$ cat src/rtl/demux4to16_frame.sv
`default_nettype none
// +----------------------------------------------------------------------------+
// | demux4to16_frame: steers 4-lane beats into four slots, emits 16-lane frame |
// | Rev 1.0 - initial release                                                  |
// +----------------------------------------------------------------------------+
module demux4to16_frame #(
  parameter int LANE_W = 1
) (
  input  logic                  clk,
  input  logic                  reset,
  input  logic                  mode,
  input  logic                  in_valid,
  output logic                  in_ready,
  input  logic [1:0]            selector,
  input  logic [4*LANE_W-1:0]   y_in,
  output logic                  frame_valid,
  input  logic                  frame_ready,
  output logic [16*LANE_W-1:0]  frame_data,
  output logic [3:0]            slot_mask,
  output logic                  overwrite_err
);

  localparam int SLOT_W = 4 * LANE_W;

  localparam logic [0:0] S_FILL = 1'b0;
  localparam logic [0:0] S_HOLD = 1'b1;

  logic [0:0]            r_state;
  logic [0:0]            w_state_nxt;
  logic [16*LANE_W-1:0]  r_data;
  logic [3:0]            r_mask;
  logic [1:0]            r_cnt;
  logic                  r_mode;
  logic                  r_ovf;

  logic                  w_accept;
  logic                  w_handoff;
  logic                  w_mode_eff;
  logic [1:0]            w_target;
  logic [3:0]            w_mask_set;

  // The mode pin only matters on the first beat of a frame; afterwards the latched copy rules.
  assign w_mode_eff = (r_mask == 4'h0) ? mode : r_mode;
  assign w_target   = w_mode_eff ? selector : r_cnt;
  assign w_mask_set = r_mask | (4'b0001 << w_target);
  assign w_accept   = in_valid & in_ready;
  assign w_handoff  = frame_valid & frame_ready;

  always_ff @(posedge clk) begin
    if (reset) begin
      r_state <= S_FILL;
    end else begin
      r_state <= w_state_nxt;
    end
  end

  always_comb begin
    w_state_nxt = r_state;
    case (r_state)
      S_FILL: if (w_accept && (w_mask_set == 4'hF)) w_state_nxt = S_HOLD;
      S_HOLD: if (frame_ready) w_state_nxt = S_FILL;
      default: w_state_nxt = S_FILL;
    endcase
  end

  always_comb begin
    in_ready    = (r_state == S_FILL);
    frame_valid = (r_state == S_HOLD);
  end

  always_ff @(posedge clk) begin
    if (reset) begin
      r_data <= '0;
      r_mask <= 4'h0;
      r_cnt  <= 2'd0;
      r_mode <= 1'b0;
      r_ovf  <= 1'b0;
    end else begin
      r_ovf <= 1'b0;
      if (w_accept) begin
        for (int k = 0; k < 4; k++) begin
          if (w_target == k[1:0]) r_data[k*SLOT_W +: SLOT_W] <= y_in;
        end
        r_mask <= w_mask_set;
        r_ovf  <= w_mode_eff & r_mask[w_target];
        if (r_mask == 4'h0) r_mode <= mode;
        if (!w_mode_eff) r_cnt <= r_cnt + 2'd1;
      end else if (w_handoff) begin
        // Data is left in place; the next frame overwrites it slot by slot.
        r_mask <= 4'h0;
        r_cnt  <= 2'd0;
      end
    end
  end

  assign frame_data    = r_data;
  assign slot_mask     = r_mask;
  assign overwrite_err = r_ovf;

endmodule
`default_nettype wire

$ cat config.mk
export PLATFORM = sky130hd
export DESIGN_NAME = demux4to16_frame
export DESIGN_NICKNAME = d
export VERILOG_FILES = /design/src/rtl/demux4to16_frame.sv
export SDC_FILE = /design/constraint.sdc
export NUM_CORES = 1
export LEC_CHECK = 0
export CAP_MARGIN = 10
export CORE_AREA = 2 2 46 69
export CTS_CLUSTER_DIAMETER = 30
export CTS_CLUSTER_SIZE = 8
export DETAILED_ROUTE_END_ITERATION = 6
export DIE_AREA = 0 0 48 71
export PLACE_DENSITY = 0.81
export SYNTH_ARGS = -nofsm -noshare
export SYNTH_HDL_FRONTEND = slang
export SYNTH_SLANG_ARGS = --single-unit
export TNS_END_PERCENT = 30
$ cat constraint.sdc
create_clock -name clk -period 3.28 [get_ports clk]
set_input_delay 0.656 -clock clk [delete_from_list [all_inputs] [get_ports clk]]
set_output_delay 0.656 -clock clk [all_outputs]
set_load 0.005 [all_outputs]
# Word-level counts from Yosys, hierarchy flattened

Cells that the tools add are included.

Register bits: 25
Word-level logic and storage cells: 45
Output and inout bits: 23

Reductions and logical operators: 10
$lt $le $gt $ge: 1
Muxes and demuxes: 12
Eq/ne operators: 5
Shifts and indexed selects: 1
$add $sub $neg: 1
Bitwise logic cells: 6

Operator list:

| operator            | number |
|---|---|
| $reduce_and 2->1    | 5 |
| $mux 2              | 4 |
| $mux 4              | 2 |
| $eq 2x2->1 const B  | 2 |
| $eq 4x4->1 const B  | 1 |
| $logic_not 4->1     | 1 |
| $mux 1              | 4 |
| $or 4x4->4          | 1 |
| $shl 1x2->4 const A | 1 |
| $and 1x1->1         | 3 |
| $lt 2x3->1 const B  | 1 |
| $add 2x1->2 const B | 1 |
| $bmux 1 s2          | 1 |
| $eq 2x1->1 const B  | 1 |
| $logic_not 2->1     | 1 |
| $ne 2x2->1 const B  | 1 |
| $not 1->1           | 2 |
| $pmux 1 s2          | 1 |
| $reduce_bool 2->1   | 1 |
| $reduce_or 2->1     | 1 |
| $logic_and 1x1->1   | 1 |

# Longest topological paths before layout

Word-level depth: 9
Depth in mapped cells: 6

# Worst setup path before layout

Ideal clock, no wire load.

Kind: flip-flop to flip-flop
Start point: register r_mask[0], in the netlist slot_mask[0]
End point: register r_data[10], in the netlist frame_data[10]
Library setup time: 72 ps
Arrival: 1752 ps
Setup slack: 1456 ps
Stages on the path, launching flop included: 6
Cell sequence: dfxtp_1 nor4_4 a21oi_2 or3b_4 a21oi_4 mux2i_1

Cells in the longest elaborated chain, start to end: 5

Ends and longest elaborated chain:

| element                           | line | text |
|---|---|---|
| start: declaration                | 31   | `logic [3:0] r_mask;` |
| start signal: assignment          | 84   | `r_mask <= w_mask_set;` |
| $logic_not 4->1                   | 43   | `assign w_mode_eff = (r_mask == 4'h0) ? mode : r_mode;` |
| $mux 1                            | -    |  |
| $mux 2                            | 44   | `assign w_target = w_mode_eff ? selector : r_cnt;` |
| $eq 2x2->1                        | 82   | `if (w_target == k[1:0]) r_data[k*SLOT_W +: SLOT_W] <= y_in;` |
| $reduce_and 2->1 (no source line) | -    |  |
| end signal: indexed assignment    | 82   |  |
| end: declaration                  | 30   | `logic [16*LANE_W-1:0] r_data;` |

No other way between the ends.
A chain may end at the register's enable or synchronous reset.

# Worst setup path in the final report

Start point: input port mode
End point: register r_data[11], in the netlist frame_data[11]

Cells in the longest elaborated chain, start to end: 4

Ends and longest elaborated chain:

| element                           | line | text |
|---|---|---|
| start: declaration                | 11   | `input logic mode,` |
| $mux 1                            | -    |  |
| $mux 2                            | 44   |  |
| $eq 2x2->1                        | 82   |  |
| $reduce_and 2->1 (no source line) | -    |  |

No other way between the ends.

==> qor.yml <==
status: "complete, no violations"
vias_per_cell: 5.27
start_util: 0.425
postCtsHoldBufs: 0
area_growth_pct: 33.7
core_area_um2: 2850
rrSetupSlack_ns: 1.25
ctsLongestPathBuffers: 2
cp.required_ns: 3.47
synth_cell_types: 33
maxCapViolCount: 0
min_delay_worst_endpoint: "frame_data[3]"
grt_max_degree: 29
fmax_ghz: 0.471
layout-drive-gt1-share: 0.0823
ant_nets: 0
clock-root-buffer: "clkbuf_8"
synth_common_cells: "dfxtp_1, mux2i_1, nor2_1"
avgSynthCellArea_um2: 9.63
synth_area_um2: 1210
crit_chain: "clkdlybuf4s50_1, a21oi_2, or3b_4, a21oi_4, mux2i_1"
n_antenna_cell: 0
critPathArrivalTime_ns: 2.31
final.period_utilization: 0.647
post-dp-hpwl_mm: 2.15
crit_buf_inv: 1
finalSetupTns_ns: 0
clock-sinks: 25
io_pins: 34
p_int_mw: 0.559
swShare: 0.293
p_switching_mw: 0.232
p_leak_nw: 0.634
yosys.area.top_type_share: 0.412
ir_drop_uv: 378
dieArea_um2: 3410
grt_remaining_overflow: 0
path_clk_slew_ns: 0.08
worstSkewPairLatency_ns: 0.27
syn-num-nets: 137
fin_nets: 170
finalClockSkew_ns: 0.00397
die_h_um: 71
first_iter_violations: 17
reg2reg_from: "slot_mask[0]"
grt_usage: 0.178
seqPwrFrac: 0.472
endpoint_kind: "flop"
vias: 1038
cts_setup_buffers: 0
die_x_um: 48
synth_seq_cells: 25
synth_ff_type: "dfxtp_1"
synth_edf_count: 0
synth_area_leader_cell: "dfxtp_1"
powerDensity_nw_per_um2: 487
cts_resized: 0
yosysWarnings: 0
rows: 24
numCtsBuffers: 3
p_clk_frac: 0.226
postSynth.asyncResetShare: 0
post_drt_wl_per_cell_um: 14.0
grt_pass1_wl_mm: 4.35
finalHoldViolCount: 0
ys_seq_area_frac: 0.412
firstDrtPassIters: 3
reg2reg_to: "frame_data[11]"
cts_max_level: 1
hold-worst-slack_ns: 0.481
maxSlewViolCount: 0
netlist_top_cells_area: "dfxtp_1, mux2i_1, nand2b_1, nor2_1, nand2_1"
crit_path_start: "mode"
antenna_found_initial: 0
reg2regPathDepth: 5
drcViolationCount: 0
hold_start: "frame_data[3]"
wl_mm: 2.75
critPathLaunchType: "input port"
max_slew.worst_pin.slew_ns: 0.802
hp-class: "flop to flop"
cts_tree: "done"
crit_type: "input port to flop"
p_comb_frac: 0.302
hold_depth: 2
setup_viol: 0
critPathMaxStageDelay_ns: 0.58
slew_headroom: 0.464
fin_crit_ns: 2.12
crit_family: "buffers and inverters"
rsz0062_at_grt: "false"
gp_congestion: 0.903
syn_inst: 126
crit_fanout: 9
yosysMostFrequentCell: "dfxtp_1"
critPathSlowestCell: "clkdlybuf4s50_1"
io_buffers: 33
first_global_vias: 986
==> final cells by class <==
class,count,area [µm²]
clock buffer,4,45.0
multi-input combinational,93,683
tap,39,48.8
fill,245,1230
timing repair buffer,34,338
inverter,2,7.51
sequential,25,500
==> how the worst max path moves through the flow <==
stage,endpoint,slack (ns),cells after the start
after floorplan,frame_data[10],1.46,5
after detailed placement,frame_data[11],0.86,5
after CTS,frame_data[11],1.15,5
final,frame_data[11],1.16,5
after global placement,frame_data[11],0.98,5
after global routing,frame_data[11],1.08,5
==> per-layer routing <==
layer | GRT usage | vias to the layer above | share of wire
li1 | - | 505 | -
met1 | 0.186 | 501 | 0.40
met2 | 0.314 | 28 | 0.53
met3 | 0.0306 | 4 | 0.047
met4 | 0.0901 | 0 | 0.022
met5 | 0 | - | 0
==> logic make-up (layout without fill, tap and decap cells) <==
group	Yosys count	after routing	synth area share
simple gates	56	56	0.260
flops	25	25	0.412
mux	20	20	0.184
compound gates	16	16	0.112
buf+inv	8	40	0.0247
xor+xnor	1	1	0.00722
==> worst min-delay path, cell delays in order (launching register included) <==
cell	delay, ns
dfxtp_1	0.32
nand2b_1	0.06
mux2i_1	0.06
==> registers in the layout (all words and copies together) (netlist names) <==
| register | cells |
|---|---|
| frame_data | 16 |
| slot_mask | 4 |
| r_mode | 1 |
| overwrite_err | 1 |
| r_cnt | 2 |
| frame_valid | 1 |
==> per-stage QoR <==
stage | instances | area (µm²) | setup slack [ns] | util | power [mW]
floorplan | 126 | 1210 | 1.46 | - | 0.523
global placement | 193 | 1580 | 0.979 | 0.553 | 0.612
detailed placement | 193 | 1580 | 0.861 | 0.553 | 0.619
CTS | 197 | 1620 | 1.15 | 0.569 | 0.796
global route | 197 | 1620 | 1.08 | 0.569 | 0.830
finish | 197 | 1620 | 1.16 | 0.569 | 0.790
==> power groups by stage <==
stage / registers, mW / logic [mW] / clock network (mW)
after CTS: 0.373 / 0.240 / 0.183
after detailed placement: 0.380 / 0.239 / 0
after global routing: 0.379 / 0.259 / 0.193
after global placement: 0.379 / 0.232 / 0
after floorplan: 0.371 / 0.152 / 0
final: 0.373 / 0.238 / 0.179
==> cell usage in the layout (no fill, tap or decap), types with 2 or more instances in the layout <==
master	count
clkdlybuf4s50_1	33
mux2i_1	17
dfxtp_1	25
nand2b_1	12
a21oi_1	4
nand2_1	11
nor4b_1	2
nand3_1	4
a211oi_1	2
nand3b_1	5
and2_1	2
inv_1	2
clkbuf_8	3
nor2b_1	2
nor2_1	13
Power figures use the tool's default switching activity.
